$ cat config.mk
export PLATFORM = sky130hd
export DESIGN_NAME = bcd_to_bin_seq
export DESIGN_NICKNAME = d
export VERILOG_FILES = /design/src/rtl/bcd_to_bin_seq.sv
export SDC_FILE = /design/constraint.sdc
export NUM_CORES = 1
export LEC_CHECK = 0
export ABC_AREA = 0
export CORE_MARGIN = 2
export CORE_UTILIZATION = 40
export CTS_CLUSTER_DIAMETER = 200
export DETAILED_ROUTE_END_ITERATION = 10
export PLACE_DENSITY = 0.68
export RECOVER_POWER = 100
export SETUP_SLACK_MARGIN = 0.4
export SLEW_MARGIN = 20
export SYNTH_ARGS = -nofsm -noshare
export SYNTH_HDL_FRONTEND = slang
export SYNTH_SLANG_ARGS = --single-unit
$ cat constraint.sdc
create_clock -name clk -period 2.2 [get_ports clk]
set_input_delay 0.66 -clock clk [delete_from_list [all_inputs] [get_ports clk]]
set_output_delay 0.66 -clock clk [all_outputs]
set_load 0.02 [all_outputs]
$ cat src/rtl/bcd_to_bin_seq.sv
// Sequential BCD-to-binary converter (reverse double dabble).
// One shift-and-correct step per clock, start/busy/done handshake.
module bcd_to_bin_seq #(
  parameter int DIGITS = 3,
  parameter int BIN_W  = 10
) (
  input  logic                  clk,
  input  logic                  rst_n,
  input  logic                  start,
  input  logic [4*DIGITS-1:0]   bcd,
  output logic [BIN_W-1:0]      bin,
  output logic                  busy,
  output logic                  done,
  output logic                  err
);

  localparam int BW = 4 * DIGITS;
  localparam int SW = BW + BIN_W;
  localparam int CW = $clog2(BIN_W) + 1;

  typedef enum logic [1:0] {
    IDLE,
    CONV,
    DONE
  } state_t;

  state_t        state;
  logic [SW-1:0] sreg;
  logic [SW-1:0] step;
  logic [CW-1:0] cnt;
  logic          bad;

  always_comb begin
    bad = 1'b0;
    for (int k = 0; k < DIGITS; k++) begin
      if (bcd[4*k +: 4] > 4'd9) bad = 1'b1;
    end
  end

  // Shift right, then pull every digit field >= 8 back by 3.
  always_comb begin
    step = sreg >> 1;
    for (int k = 0; k < DIGITS; k++) begin
      if (step[BIN_W+4*k +: 4] >= 4'd8) begin
        step[BIN_W+4*k +: 4] = step[BIN_W+4*k +: 4] - 4'd3;
      end
    end
  end

  always_ff @(posedge clk) begin
    if (!rst_n) begin
      state <= IDLE;
      sreg  <= '0;
      cnt   <= '0;
      bin   <= '0;
      busy  <= 1'b0;
      done  <= 1'b0;
      err   <= 1'b0;
    end else begin
      done <= 1'b0;
      unique case (state)
        IDLE, DONE: begin
          if (start) begin
            if (bad) begin
              state <= DONE;
              done  <= 1'b1;
              err   <= 1'b1;
              bin   <= '0;
              busy  <= 1'b0;
            end else begin
              sreg  <= {bcd, {BIN_W{1'b0}}};
              cnt   <= '0;
              state <= CONV;
              busy  <= 1'b1;
            end
          end else begin
            state <= IDLE;
            busy  <= 1'b0;
          end
        end
        CONV: begin
          sreg <= step;
          cnt  <= cnt + 1'b1;
          if (cnt == CW'(BIN_W - 1)) begin
            state <= DONE;
            busy  <= 1'b0;
            done  <= 1'b1;
            bin   <= step[BIN_W-1:0];
            err   <= 1'b0;
          end
        end
        default: state <= IDLE;
      endcase
    end
  end

endmodule

Word-level counts from Yosys, hierarchy flattened
Index checks and enable logic that the tools add are counted.
Word-level totals
  register bits after elaboration: 42
  bits in latches: 0
  memory bits (writable): 0
  memory bits (read-only): 0
  memories: 0
Cells by class
  add/subtract/negate cells: 4
  multiply operators: 0
  divide/modulo/power cells: 0
  order comparisons: 6
  eq/ne operators: 7
  shift operators: 0
  muxes and demuxes: 31
  bitwise logic cells: 0
  reduce and logical (&&, ||, !) cells: 6
Operators with widths (number)
  $mux W22: 2
  $pmux W22 S2: 1
  $mux W10: 3
  $pmux W10 S2: 1
  $gt A4 B4 Y1 const B: 3
  $mux W4: 3
  $mux W1: 11
  $mux W5: 2
  $pmux W5 S2: 1
  $ge A4 B4 Y1 const B: 2
  $ne A2 B2 Y1 const B: 4
  $sub A4 B2 Y4 const B: 2
  $mux W2: 3
  $pmux W1 S2: 3
  $add A5 B1 Y5 const B: 1
  $eq A5 B4 Y1 const B: 1
  $ge A3 B4 Y1 const B: 1
  $pmux W2 S2: 1
  $reduce_and A4 Y1: 1
  $sub A3 B2 Y4 const B: 1
  $reduce_and A3 Y1: 1
  $eq A2 B1 Y1 const B: 1
  $eq A2 B2 Y1 const B: 1
  $logic_not A2 Y1: 1
  other kinds (3): 3

Logic depth before layout (Yosys ltp)
Gate-level depths: netlist (run 1).
  depth in word-level cells: 7
  gate-level depth with buffers: 7
  gate-level depth less buffers: 6

Worst setup path before layout (run 1)
OpenSTA, ideal clock, no wires.
  path type: input to register
  start: input bcd[2]
  end: register sreg[1]
  data arrival time: 1.526 ns
  required time: 2.083 ns
  slack: 0.557 ns
  cell stages on the path: 5
  buffers on the path: 1
  path through: o21ai_4 -> nand4_4 -> and3_1 -> buf_6 -> a22o_1
Between the ends
  cells in the longest elaborated chain, start to end: 6
Ends and longest elaborated chain
  from (decl): RTL line 10  | input logic [4*DIGITS-1:0] bcd,
  $gt A4 B4 Y1: RTL line 36  | if (bcd[4*k +: 4] > 4'd9) bad = 1'b1;
  $mux W1 (3 in a row): RTL line 36
  $ne A2 B2 Y1 (no line)
  $reduce_and A3 Y1 (no line)
  to (signal assigned): RTL line 71  | sreg <= {bcd, {BIN_W{1'b0}}};
  to (signal assigned): RTL line 82  | sreg <= step;
  to (decl): RTL line 28  | logic [SW-1:0] sreg;
Every way passes these cells.
A chain may end at the register's enable or synchronous reset.

Final worst setup path (run 1)
  start: input start
  end: register sreg[21]
Between the ends
  cells in the longest elaborated chain, start to end: 2
Ends and longest elaborated chain
  from (decl): RTL line 9  | input logic start,
  $ne A2 B2 Y1 (no line)
  $reduce_and A3 Y1 (no line)
Every way passes these cells.

==> metrics.yaml, run 1 <==
status: "completed"
hold_path.class: "reg -> reg"
die_w_um: 71.0
total_power_mw: 1.60
synthAdderAreaFrac_pct: 4.19
ant_nets: 0
synth_compound_area_share_pct: 27.6
syn2layout_area_growth_pct: 26.5
crit_type: "in -> reg"
critPathMaxStageDelay_ps: 480
htreeDepth: 2
async_reset_ff_share_pct: 0
worst_slack_ps: 274
synth-seq-cells: 41
synth_warnings: 0
final_cell_mix: "dfxtp_1, nand2_1, dlygate4sd2_1"
firstDrtPassIters: 4
clkPwrFrac_pct: 37.9
setup_viol: 0
antenna_cells: 0
critPathBufInv: 2
tritoncts: "done"
die_area_um2: 5030
viasPerCell: 5.22
postSynthCellCount: 180
start_kind: "input pin"
synth-simple-area-share_pct: 14.9
clkSinkCount: 41
grt_pass1_vias: 1272
synth_top_family_by_area: "compound AO/OA/AOI/OAI gates"
synth-edff-count: 0
reg2reg_to: "bin[0]"
ys_seq_area_share_pct: 45.8
slew_violations: 0
core_um2: 4320
cp_max_fo: 7
clk_pin_slew_worst_paths_ps: 80
synth-xor-area-share_pct: 2.93
synth-main-ff-cell: "dfxtp_1"
grt_pass1_wl_mm: 6.13
initial_utilization_pct: 41.5
combPwrFrac_pct: 12.6
critPathTopFamily: "buffers and inverters"
cts_made_buffers: 5
rows: 24
synth_fp_nets: 201
finClkSkew_ps: 8.57
hold_viol: 0
pwr_density_cell_nw_per_um2: 707
relSlewSlack_pct: 72.3
min_from: "cnt[4]"
drive_gt1_share_pct: 10.3
maxCapViolCount: 0
gr-total-overflow: 0
ys_top_cells_by_area: "dfxtp_1, a22o_1, nand2_1"
whs_path_depth: 1
placed_cells: 255
clk_latency_ps: 300
io_buffers: 27
drt_wl_total_mm: 3.62
hold_buffers: 0
period_share_pct: 87.5
netlist_area_um2: 1790
clockBufferDepth: 2
cts_root_buf: "clkbuf_8"
reg2reg_slack_ps: 570
dp_hpwl_mm: 2.44
rsz0062_at_grt: "yes"
max_freq_mhz: 519
die_height_um: 71.0
yosysTopAreaCellShare_pct: 45.8
grtUsageTotal_pct: 15.6
synth_top_cell_by_area: "dfxtp_1"
io_pins: 28
reg2reg_depth: 7
via_count: 1382
place.gp.congestion: 0.833
wl_per_cell_um: 13.7
drc_errors: 0
min_to: "cnt[4]"
p_leak_nw: 0.978
tightest_slew_ps: 415
drt_iter0_markers: 47
final_cells: 265
endpoint_kind: "register"
swShare_pct: 24.7
worstPathArrival_ps: 2110
switchingPower_mw: 0.395
vdd_drop_max_mv: 0.494
share_seq_of_total_power_pct: 49.5
post-place-ws_ps: -67.7
avgSynthCellArea_um2: 9.96
worstPathCellList: "clkdlybuf4s50_1, nor2b_1, nand4_4, clkbuf_1, and3_1, o21a_1"
p_int_mw: 1.21
reg2reg_from: "cnt[1]"
nNetsFinal: 233
yosysUniqueCellTypes: 40
crit_slowest_cell: "clkdlybuf4s50_1"
layout_commonest_cell: "dfxtp_1"
antenna_found_initial: 0
grt_max_degree: 17
fin_crit_ps: 1930
worstPathRequired_ps: 2390
synthMuxAreaShare_pct: 0
-- sequential cells by signal, indices dropped and copies added (netlist names) --
signal,count
sreg,21
bin,10
cnt,5
state,2
busy,1
done,1
err,1
-- through the flow --
step | util, % | hold WS (ps) | instance area [um^2] | setup TNS [ps]
4_1_cts | 53.0 | 463 | 2290 | 0
3_5_place_dp | 49.4 | 447 | 2140 | -593
3_3_place_gp | 49.4 | 445 | 2140 | 0
5_1_grt | 52.5 | 485 | 2270 | 0
6_report | 52.5 | 467 | 2270 | 0
2_1_floorplan | - | 424 | 1790 | 0
-- layer usage --
layer  global-route usage (%)  routed length, um  part of all wire, %
met4                     5.66                 41                  1.1
met2                     22.0               1570                   43
met1                     21.8               1860                   51
met5                        0                  0                    0
met3                     5.70                149                  4.1
-- cell type report --
class,instances,area (um^2)
sequential,41,821
clock buffer,5,68.8
inverter,7,26.3
tap,52,65.1
multi-input combinational,121,888
fill,414,2060
timing repair buffer,36,353
clock inverter,3,46.3
-- worst max path at each step --
stage,startpoint,to,slack [ps],depth (start not counted)
after detailed placement,bcd[2],bin[0],-70,5
after global routing,start,sreg[2],240,5
after CTS,start,sreg[21],410,6
after global placement,bcd[2],bin[7],0.8,5
after floorplan,bcd[2],sreg[1],560,5
final,start,sreg[21],270,6
-- Yosys cell counts (all sizes together) (4+ instances only) --
| library cell | instances |
|---|---|
| inv | 7 |
| clkbuf | 6 |
| dfxtp | 41 |
| ha | 6 |
| o2111ai | 4 |
| o21ai | 10 |
| o211ai | 5 |
| nand3 | 4 |
| a22o | 19 |
| xnor2 | 4 |
| o211a | 5 |
| nand2 | 25 |
| nor2 | 7 |
| o21a | 4 |
| buf | 5 |
-- power by group through the flow --
stage | logic (mW) | clock network [mW] | registers, mW
6_report | 0.202 | 0.608 | 0.794
5_1_grt | 0.220 | 0.660 | 0.798
4_1_cts | 0.210 | 0.623 | 0.794
3_5_place_dp | 0.191 | 0 | 0.810
3_3_place_gp | 0.189 | 0 | 0.810
2_1_floorplan | 0.115 | 0 | 0.809
-- kinds of logic after synthesis --
logic type | Yosys count
xor+xnor | 6
buf+inv | 18
flops | 41
compound gates | 59
simple gates | 50
fa+ha+maj | 6
-- timing repair --
| action | CTS | global route |
|---|---|---|
| gates resized for setup | 25 | 2 |
| setup buffers | 1 | 0 |
| setup endpoints to repair | 34 | 20 |
| hold endpoints to repair | 0 | 0 |
| pin swaps | 4 | 0 |
| gates cloned | 1 | 0 |
(Power assumes the default switching activity.)
==> inputs of run 2 (changes only) <==
--- a/config.mk
+++ b/config.mk
@@ -10,7 +10,7 @@
 export CORE_UTILIZATION = 40
 export CTS_CLUSTER_DIAMETER = 200
 export DETAILED_ROUTE_END_ITERATION = 10
-export PLACE_DENSITY = 0.68
+export MAX_ROUTING_LAYER = met4
 export RECOVER_POWER = 100
 export SETUP_SLACK_MARGIN = 0.4
 export SLEW_MARGIN = 20
==> metrics.yaml, run 2 (synthesis gave the netlist of run 1 again) <==
grtUsageTotal_pct: 17.1  # was 15.6%
io_buffers: 27  # unchanged
period_share_pct: 84.2  # was 87.5%
slew_violations: 0  # unchanged
viasPerCell: 5.46  # was 5.22
core_um2: 4320  # unchanged
largest_reg_flops: 21  # unchanged
start_kind: "input pin"  # unchanged
clk_pin_slew_worst_paths_ps: 80  # about the same
rows: 24  # unchanged
drive_gt1_share_pct: 12.5  # was 10.3%
worstPathRequired_ps: 2370  # was 2390 ps
rsz0062_at_grt: "no"  # was yes
finalSetupTns_ps: 0  # unchanged
reg_top3: "sreg x21, bin x10, cnt x5"  # unchanged
drt_wl_total_mm: 3.90  # was 3.62 mm
syn2layout_area_growth_pct: 29.0  # was 26.5%
antenna_found_initial: 0  # unchanged
layout_commonest_cell: "dfxtp_1"  # unchanged
final_cell_mix: "dfxtp_1, nand2_1, dlygate4sd2_1"  # unchanged
dpl_cell_area_um2: 2140  # about the same
max_freq_mhz: 540  # was 519 MHz
initial_utilization_pct: 41.5  # unchanged
drc_errors: 0  # unchanged
hold_path.class: "reg -> reg"  # unchanged
die_w_um: 71.0  # unchanged
vdd_drop_max_mv: 0.346  # was 0.494 mV
pwr_density_cell_nw_per_um2: 749  # was 707 nW/um^2
firstDrtPassIters: 4  # unchanged
io_pins: 28  # unchanged
antenna_cells: 0  # unchanged
cp_max_fo: 9  # was 7
nNetsFinal: 236  # was 233
dp_hpwl_mm: 2.76  # was 2.44 mm
p_leak_nw: 1.01  # was 0.978 nW
clockBufferDepth: 2  # unchanged
total_power_mw: 1.73  # was 1.60 mW
final_util_pct: 53.5  # was 52.5%
grt_max_degree: 18  # was 17
relSlewSlack_pct: 71.3  # was 72.3%
worstPathArrival_ps: 2020  # was 2110 ps
placed_cells: 256  # was 255
reg2reg_slack_ps: 480  # was 570 ps
grt_pass1_wl_mm: 6.49  # was 6.13 mm
max_flop_register: "sreg"  # unchanged
die_height_um: 71.0  # unchanged
finClkSkew_ps: 1.88  # was 8.57 ps
final_cells: 268  # was 265
maxCapViolCount: 0  # unchanged
clkSinkCount: 41  # unchanged
wl_per_cell_um: 14.6  # was 13.7 um
cts_made_buffers: 5  # unchanged
fin_crit_ps: 1850  # was 1930 ps
ant_nets: 0  # unchanged
via_count: 1464  # was 1382
cts_root_buf: "clkbuf_8"  # unchanged
status: "completed"  # unchanged
grt_pass1_vias: 1433  # was 1272
endpoint_kind: "register"  # unchanged
tightest_slew_ps: 431  # was 415 ps
crit_type: "in -> reg"  # unchanged
die_area_um2: 5030  # unchanged
setup_viol: 0  # unchanged
clk_latency_ps: 290  # was 300 ps
place.gp.congestion: 0.730  # was 0.833
tritoncts: "done"  # unchanged
gr-total-overflow: 0  # unchanged
hold_viol: 0  # unchanged
drt_iter0_markers: 41  # was 47
htreeDepth: 2  # unchanged
stdcell_area_um2: 2310  # was 2270 um^2
hold_buffers: 0  # unchanged
[run 2: power breakdown]
part,internal (mW),leakage (nW),switching [mW]
clock,0.457,0.0687,0.278
combinational,0.0994,0.613,0.104
sequential,0.768,0.333,0.0260
total,1.32,1.01,0.408
[run 2: final cells by class]
cell class / count / area [um^2]
inverters: 7 / 26.3
clock inverters: 3 / 68.8
repair buffers: 39 / 353
multi-input cells: 121 / 910
fillers: 411 / 2010
flip-flops and latches: 41 / 821
well taps: 52 / 65.1
clock buffers: 5 / 68.8
[run 2: worst max-delay path, cell delays in order]
cell and delay (ps):
dlygate4sd2_1 270, o21ai_4 250, a41o_1 300, clkbuf_1 370
o21ai_0 170
[run 2: metal layers]
layer	global-route usage [%]	share of wire [%]
met4	7.13	1.4
met5	-	0
met1	18.7	43
met2	29.2	52
met3	4.70	4.1
[run 2: per-stage QoR]
| stage | hold WS (ps) | worst slack (ps) |
|---|---|---|
| after floorplan | 424 | 557 |
| after global placement | 455 | 4.61 |
| after detailed placement | 458 | -70.2 |
| after CTS | 478 | 412 |
| after global routing | 490 | 256 |
| final | 470 | 347 |
[run 2: what timing repair did]
action / 4_1_cts / 5_1_grt
gates resized for setup: 26 / 2
setup buffers: 3 / 0
cloned: 1 / 0
pin swaps: 4 / 0
setup endpoints to repair: 36 / 21
[run 2: worst paths after layout]
check	start	end	cells after the start
hold reg to reg	bin[3]	bin[3]	1
setup reg to reg	cnt[0]	bin[1]	5
setup / recovery	bcd[9]	sreg[15]	5
hold / removal	bin[3]	bin[3]	1
